$ cat config.mk
export PLATFORM = sky130hd
export DESIGN_NAME = dest_scoreboard
export DESIGN_NICKNAME = d
export VERILOG_FILES = /design/src/rtl/dest_scoreboard_pkg.sv /design/src/rtl/dest_decode.sv /design/src/rtl/dest_scoreboard.sv
export SDC_FILE = /design/constraint.sdc
export NUM_CORES = 1
export LEC_CHECK = 0
export BUFFER_PORTS_ARGS = -buffer_cell sky130_fd_sc_hd__buf_4
export CORE_UTILIZATION = 40
export CTS_CLUSTER_SIZE = 8
export DETAILED_ROUTE_END_ITERATION = 6
export PLACE_DENSITY = 0.71
export REMOVE_ABC_BUFFERS = 1
export SLEW_MARGIN = 10
export SYNTH_ARGS = -nofsm -noshare
export SYNTH_HDL_FRONTEND = slang
export SYNTH_HIERARCHICAL = 1
export SYNTH_SLANG_ARGS = --single-unit
$ cat constraint.sdc
create_clock -name clk -period 3.12 [get_ports clk]
set_input_delay 0.312 -clock clk [delete_from_list [all_inputs] [get_ports clk]]
set_output_delay 0.312 -clock clk [all_outputs]
set_load 0.02 [all_outputs]
$ cat src/rtl/dest_scoreboard_pkg.sv
// Shared opcode constants, tracked-entry record and mask helper for the
// destination scoreboard.
package dest_scoreboard_pkg;

  localparam int RA_W = 3;
  localparam int NREG = 1 << RA_W;

  localparam logic [3:0] OP_ADI  = 4'b0000;
  localparam logic [3:0] OP_ADD  = 4'b0001;
  localparam logic [3:0] OP_NAND = 4'b0010;
  localparam logic [3:0] OP_LWI  = 4'b0011;
  localparam logic [3:0] OP_LW   = 4'b0100;
  localparam logic [3:0] OP_JAL  = 4'b1001;
  localparam logic [3:0] OP_JLR  = 4'b1010;
  localparam logic [3:0] OP_LM   = 4'b1100;
  localparam logic [3:0] OP_LA   = 4'b1110;

  // One tracked pipeline slot. The mask is only meaningful while the
  // entry is an LM/LA sitting in EX; elsewhere it stays zero.
  typedef struct packed {
    logic            valid;
    logic [RA_W-1:0] dest;
    logic            is_load;
    logic            is_multi;
    logic [NREG-1:0] mask;
  } entry_t;

  // Index of the lowest set bit; zero when the mask is empty.
  function automatic logic [RA_W-1:0] lowest_set(input logic [NREG-1:0] m);
    lowest_set = '0;
    for (int i = NREG - 1; i >= 0; i--) begin
      if (m[i]) lowest_set = RA_W'(i);
    end
  endfunction

endpackage

$ cat src/rtl/dest_decode.sv
// Combinational instruction -> tracked-entry decoder.
module dest_decode
  import dest_scoreboard_pkg::*;
(
  input  logic [15:0] instr,
  input  logic        instr_valid,
  output entry_t      entry
);

  // Map opcode to destination, load and multi-register attributes.
  always_comb begin
    // NOTE: default every output first so no path leaves it unassigned,
    // which would otherwise infer a latch.
    entry = '0;
    if (instr_valid) begin
      case (instr[15:12])
        OP_ADD, OP_NAND: begin
          entry.valid = 1'b1;
          entry.dest  = instr[5:3];
        end
        OP_ADI: begin
          entry.valid = 1'b1;
          entry.dest  = instr[8:6];
        end
        OP_LWI, OP_LW: begin
          entry.valid   = 1'b1;
          entry.dest    = instr[11:9];
          entry.is_load = 1'b1;
        end
        OP_JAL, OP_JLR: begin
          entry.valid = 1'b1;
          entry.dest  = instr[11:9];
        end
        // Multi-register loads carry no single destination; their
        // registers are pushed one at a time from the mask.
        OP_LM: begin
          entry.is_load  = 1'b1;
          entry.is_multi = 1'b1;
          entry.mask     = instr[NREG-1:0];
        end
        OP_LA: begin
          entry.is_load  = 1'b1;
          entry.is_multi = 1'b1;
          entry.mask     = '1;
        end
        default: entry = '0;
      endcase
    end
  end

endmodule

$ cat src/rtl/dest_scoreboard.sv
// Pipelined destination tracker for EX/MEM/WB with LM/LA sequencing and
// two-operand hazard queries.
module dest_scoreboard
  import dest_scoreboard_pkg::*;
#(
  parameter int STAGES = 3,
  parameter int SIDX_W = 2
) (
  input  logic              clk,
  input  logic              reset,
  input  logic [15:0]       id_instr,
  input  logic              id_valid,
  input  logic              stall,
  input  logic              flush,
  input  logic [RA_W-1:0]   rs1_addr,
  input  logic [RA_W-1:0]   rs2_addr,
  output logic              seq_busy,
  output logic              hit_rs1,
  output logic              hit_rs2,
  output logic [SIDX_W-1:0] sel_rs1,
  output logic [SIDX_W-1:0] sel_rs2,
  output logic              load_use,
  output logic [RA_W-1:0]   wb_dest,
  output logic              wb_valid
);

  entry_t stage_q [STAGES];
  entry_t id_entry;
  entry_t push_entry;

  logic            multi_active;
  logic [NREG-1:0] mask_rest;

  dest_decode u_decode (
    .instr       (id_instr),
    .instr_valid (id_valid),
    .entry       (id_entry)
  );

  // The mask with its lowest set bit removed; more than one bit remains
  // pending exactly when this is non-zero.
  assign multi_active = stage_q[0].is_multi;
  assign mask_rest    = stage_q[0].mask & (stage_q[0].mask - NREG'(1));
  assign seq_busy     = multi_active && (mask_rest != '0);

  // Select what enters MEM: the next sequenced register or the EX entry.
  always_comb begin
    push_entry = stage_q[0];
    if (multi_active) begin
      push_entry         = '0;
      push_entry.valid   = (stage_q[0].mask != '0);
      push_entry.dest    = lowest_set(stage_q[0].mask);
      push_entry.is_load = push_entry.valid;
    end
  end

  // Stage registers: reset, flush squash, stall hold, then advance.
  always_ff @(posedge clk) begin
    // NOTE: sequential state uses non-blocking assignments so every stage
    // samples the pre-edge value of its neighbour.
    if (reset) begin
      // NOTE: these few slots are control state, not storage, so each is
      // cleared; a stale valid bit would raise false hazards.
      for (int i = 0; i < STAGES; i++) stage_q[i] <= '0;
    end else if (flush) begin
      stage_q[0] <= '0;
      if (!stall) begin
        stage_q[1] <= '0;
        for (int i = 2; i < STAGES; i++) stage_q[i] <= stage_q[i-1];
      end
    end else if (!stall) begin
      stage_q[1] <= push_entry;
      for (int i = 2; i < STAGES; i++) stage_q[i] <= stage_q[i-1];
      if (seq_busy) stage_q[0].mask <= mask_rest;
      else          stage_q[0]      <= id_entry;
    end
  end

  logic [1:0][RA_W-1:0]   rs_addr;
  logic [1:0]             hit;
  logic [1:0]             pend;
  logic [1:0][SIDX_W-1:0] sel;

  assign rs_addr[0] = rs1_addr;
  assign rs_addr[1] = rs2_addr;

  // Hazard lookup per operand; scanning oldest-to-youngest leaves the
  // youngest match in sel, and a pending LM/LA register always wins.
  always_comb begin
    hit  = '0;
    pend = '0;
    sel  = '0;
    for (int r = 0; r < 2; r++) begin
      for (int i = STAGES - 1; i >= 0; i--) begin
        if (stage_q[i].valid && (stage_q[i].dest == rs_addr[r])) begin
          hit[r] = 1'b1;
          sel[r] = SIDX_W'(i);
        end
      end
      if (multi_active && stage_q[0].mask[rs_addr[r]]) begin
        pend[r] = 1'b1;
        hit[r]  = 1'b1;
        sel[r]  = '0;
      end
    end
  end

  assign hit_rs1  = hit[0];
  assign hit_rs2  = hit[1];
  assign sel_rs1  = sel[0];
  assign sel_rs2  = sel[1];
  assign load_use = (stage_q[0].valid && stage_q[0].is_load &&
                     ((stage_q[0].dest == rs1_addr) || (stage_q[0].dest == rs2_addr)))
                    || (pend != '0);
  assign wb_dest  = stage_q[STAGES-1].dest;
  assign wb_valid = stage_q[STAGES-1].valid;

endmodule

==> flow_summary_export.csv <==
group,metric,value,unit
status,status,"complete, but fails checks",
status,violations,"design-rule violations",
clocking,cts_max_level,1,
detailed_routing,dr.pass1.iters,6,
layout,finalInstanceArea,2250,um^2
synthesis,ys_types,46,
synthesis,synth_warnings,6,
worst_setup_path,endpoint_kind,"primary output",
grt,grt_max_degree,25,
sta,fin_hold_ws,0.454,ns
job,max_cap_viol_count,0,
detailed_routing,finalWirelength,4.02,mm
synthesis,synth-async-reset-ratio,0,%
detailed_routing,first_iter_violations,79,
synthesis,synth_top_flop_cell,"edfxtp_1",
detailed_routing,drc,3,
grt,grt_pass1_wl,6.86,mm
worst_setup_path,crit_type,"reg2out",
grt,first_global_vias,1558,
worst_setup_path,worstPathMaxFanout,9,
synthesis,yosys.area.top_type_share,34.4,%
layout,drive_gt1_share,24.2,%
floorplanning,die_x,71.3,um
grt,track_usage,16.8,%
layout,largestRegisters,"stage_q: 22 flops",
sta,tightest_slew,0.498,ns
clocking,clk_pin_slew,0.08,ns
clocking,post_cts_buffers,0,
placed_design,gp_congestion,0.849,
synthesis,synth-edff-count,22,
synthesis,synth_top_cell_by_area,"edfxtp_1",
synthesis,synth_area,1920,um^2
clocking,holdBufCountCts,0,
clocking,cts_tree,"yes",
synthesis,ys_seq_elements,22,
floorplanning,rows,24,
layout,fin_cells,292,
layout,area_growth,17.0,%
sta,fmax,412,MHz
worst_hold_path,hold_class,"in2reg",
layout,diodes,0,
placed_design,hpwl,3.17,mm
sta,relSlewSlack,66.6,%
layout,largest_reg_flops,22,
clocking,cts_root_buf,"clkbuf_8",
sta,setup_slack,0.692,ns
placed_design,pre_cts_ws,0.922,ns
synthesis,synthTopCellsByCount,"25 x nor2_1, 22 x edfxtp_1, 19 x nand2_1",
sta,fin_crit,2.43,ns
floorplanning,core,4470,um^2
synthesis,synth.most_common_cell,"nor2_1",
worst_setup_path,arrival,2.12,ns
power_and_ir_drop,power.density,352,nW/um^2
power_and_ir_drop,power_leakage,0.903,nW
worst_setup_path,startpoint_type,"flop",
synthesis,avgSynthCellArea,8.90,um^2
grt,antenna_found_initial,0,
detailed_routing,vias_per_cell,5.53,
placed_design,place_inst,288,
layout,layout.nets,268,
sta,report.final.slew_viol_count,0,
synthesis,ys_top_cells_by_area,"edfxtp_1 34%, xnor2_1 8.2%, nor2_1 4.9%, nand4_1 4.2%, nand2_1 3.7%",
worst_setup_path,worst_ep_required_time,2.81,ns
floorplanning,die_h,71.3,um
placed_design,place_area,2180,um^2
clocking,cts_sinks,22,
clocking,clock_latency,0.26,ns
detailed_routing,drt.antenna.violating_nets,0,
floorplanning,die-area,5090,um^2
sta,skew,0.00261,ns
sta,setup_viol,0,
layout,regMostFlops,"stage_q",
detailed_routing,dr_total_vias,1616,
clocking,clock_path_buffers,2,
floorplanning,start_util,43.0,%
sta,rsz0062_at_grt,"false",
synthesis,netlist_instances,216,
sta,finalSetupTns,0,ns
floorplanning,io_pins,39,
synthesis,synth_seq_area_share,34.4,%
grt,grt-ovfl-total,0,
sta,finalCritPeriodShare,77.8,%
clocking,cts_buffers,3,
placed_design,portBuffers,38,
power_and_ir_drop,ir_worst_vdd,0.159,mV
sta,final-hold-violation-count,0,
detailed_routing,wl_per_cell,13.8,um
clocking,cts_resized,0,
[through the flow]
| stage | total power [mW] | util [%] |
|---|---|---|
| floorplan | 0.457 | - |
| global placement | 0.531 | 48.7 |
| detailed placement | 0.534 | 48.7 |
| CTS | 0.797 | 50.3 |
| global route | 0.827 | 50.3 |
| finish | 0.792 | 50.3 |
[cells in the final DEF, fill, tap and decap left out, types with 4 or more instances in the layout]
cell type / Yosys / routed
xnor2_1: 18 / 18
nand2b_1: 4 / 4
nand4_1: 13 / 13
nor2_1: 25 / 25
o21ai_2: 6 / 6
o21ai_0: 5 / 5
mux2i_1: 7 / 7
edfxtp_1: 22 / 22
buf_4: 4 / 40
a21oi_1: 8 / 8
and2_1: 10 / 10
inv_1: 7 / 7
nand2_1: 19 / 19
[report_power, final]
part           internal (mW)  switching, mW  leakage (nW)
Clock                  0.171         0.0934        0.0357
Sequential             0.339         0.0205         0.252
Combinational         0.0825         0.0853         0.615
[cell type report]
| type | instances | area [um^2] |
|---|---|---|
| tap | 52 | 65.1 |
| clock buffer | 3 | 41.3 |
| timing repair buffer | 40 | 300 |
| fill | 440 | 2230 |
| clock inverter | 1 | 30.0 |
| multi-input combinational | 167 | 1120 |
| inverter | 7 | 26.3 |
| sequential | 22 | 661 |
[routing by layer]
metal  vias to the layer above  global-route usage (%)  wire length (um)
met5                         -                       0                 0
met4                         0                    5.11                57
met3                         6                    2.11               153
met2                        45                    29.9              1980
met1                       736                    21.1              1830
li1                        829                       -                 -
[kinds of logic (layout without fill, tap and decap cells)]
logic type | Yosys count | count (layout) | share of synthesized area (%)
DFF | 22 | 22 | 34.4
and+or+nand+nor | 97 | 97 | 27.1
AOI/OAI and AO/OA | 40 | 40 | 15.1
buffers and inverters | 27 | 51 | 7.36
xor gates and xnor gates | 18 | 18 | 8.20
adders and majority gates | 2 | 2 | 1.04
muxes | 10 | 10 | 6.77
[critical path, stage by stage (launching register included)]
cell and delay, ns:
edfxtp_1 0.53, mux4_1 0.53, mux2_2 0.28, a31o_1 0.19
a22o_1 0.18, buf_4 0.15
[final timing paths]
| path | start | endpoint | slack [ns] | cells after the start |
|---|---|---|---|---|
| worst max-delay path | stage_q[0][2]$_SDFFCE_PN0P_ | load_use | 0.69 | 5 |
| worst min-delay path | id_valid | stage_q[0][9]$_SDFFCE_PN0P_ | 0.45 | 3 |
| worst max register to register | stage_q[0][4]$_SDFFCE_PN0P_ | stage_q[0][9]$_SDFFCE_PN0P_ | 0.93 | 4 |
| worst min register to register | stage_q[0][27]$_SDFFCE_PN0P_ | stage_q[0][41]$_DFFE_PP_ | 0.60 | 1 |
Power figures use the tool's default switching activity.
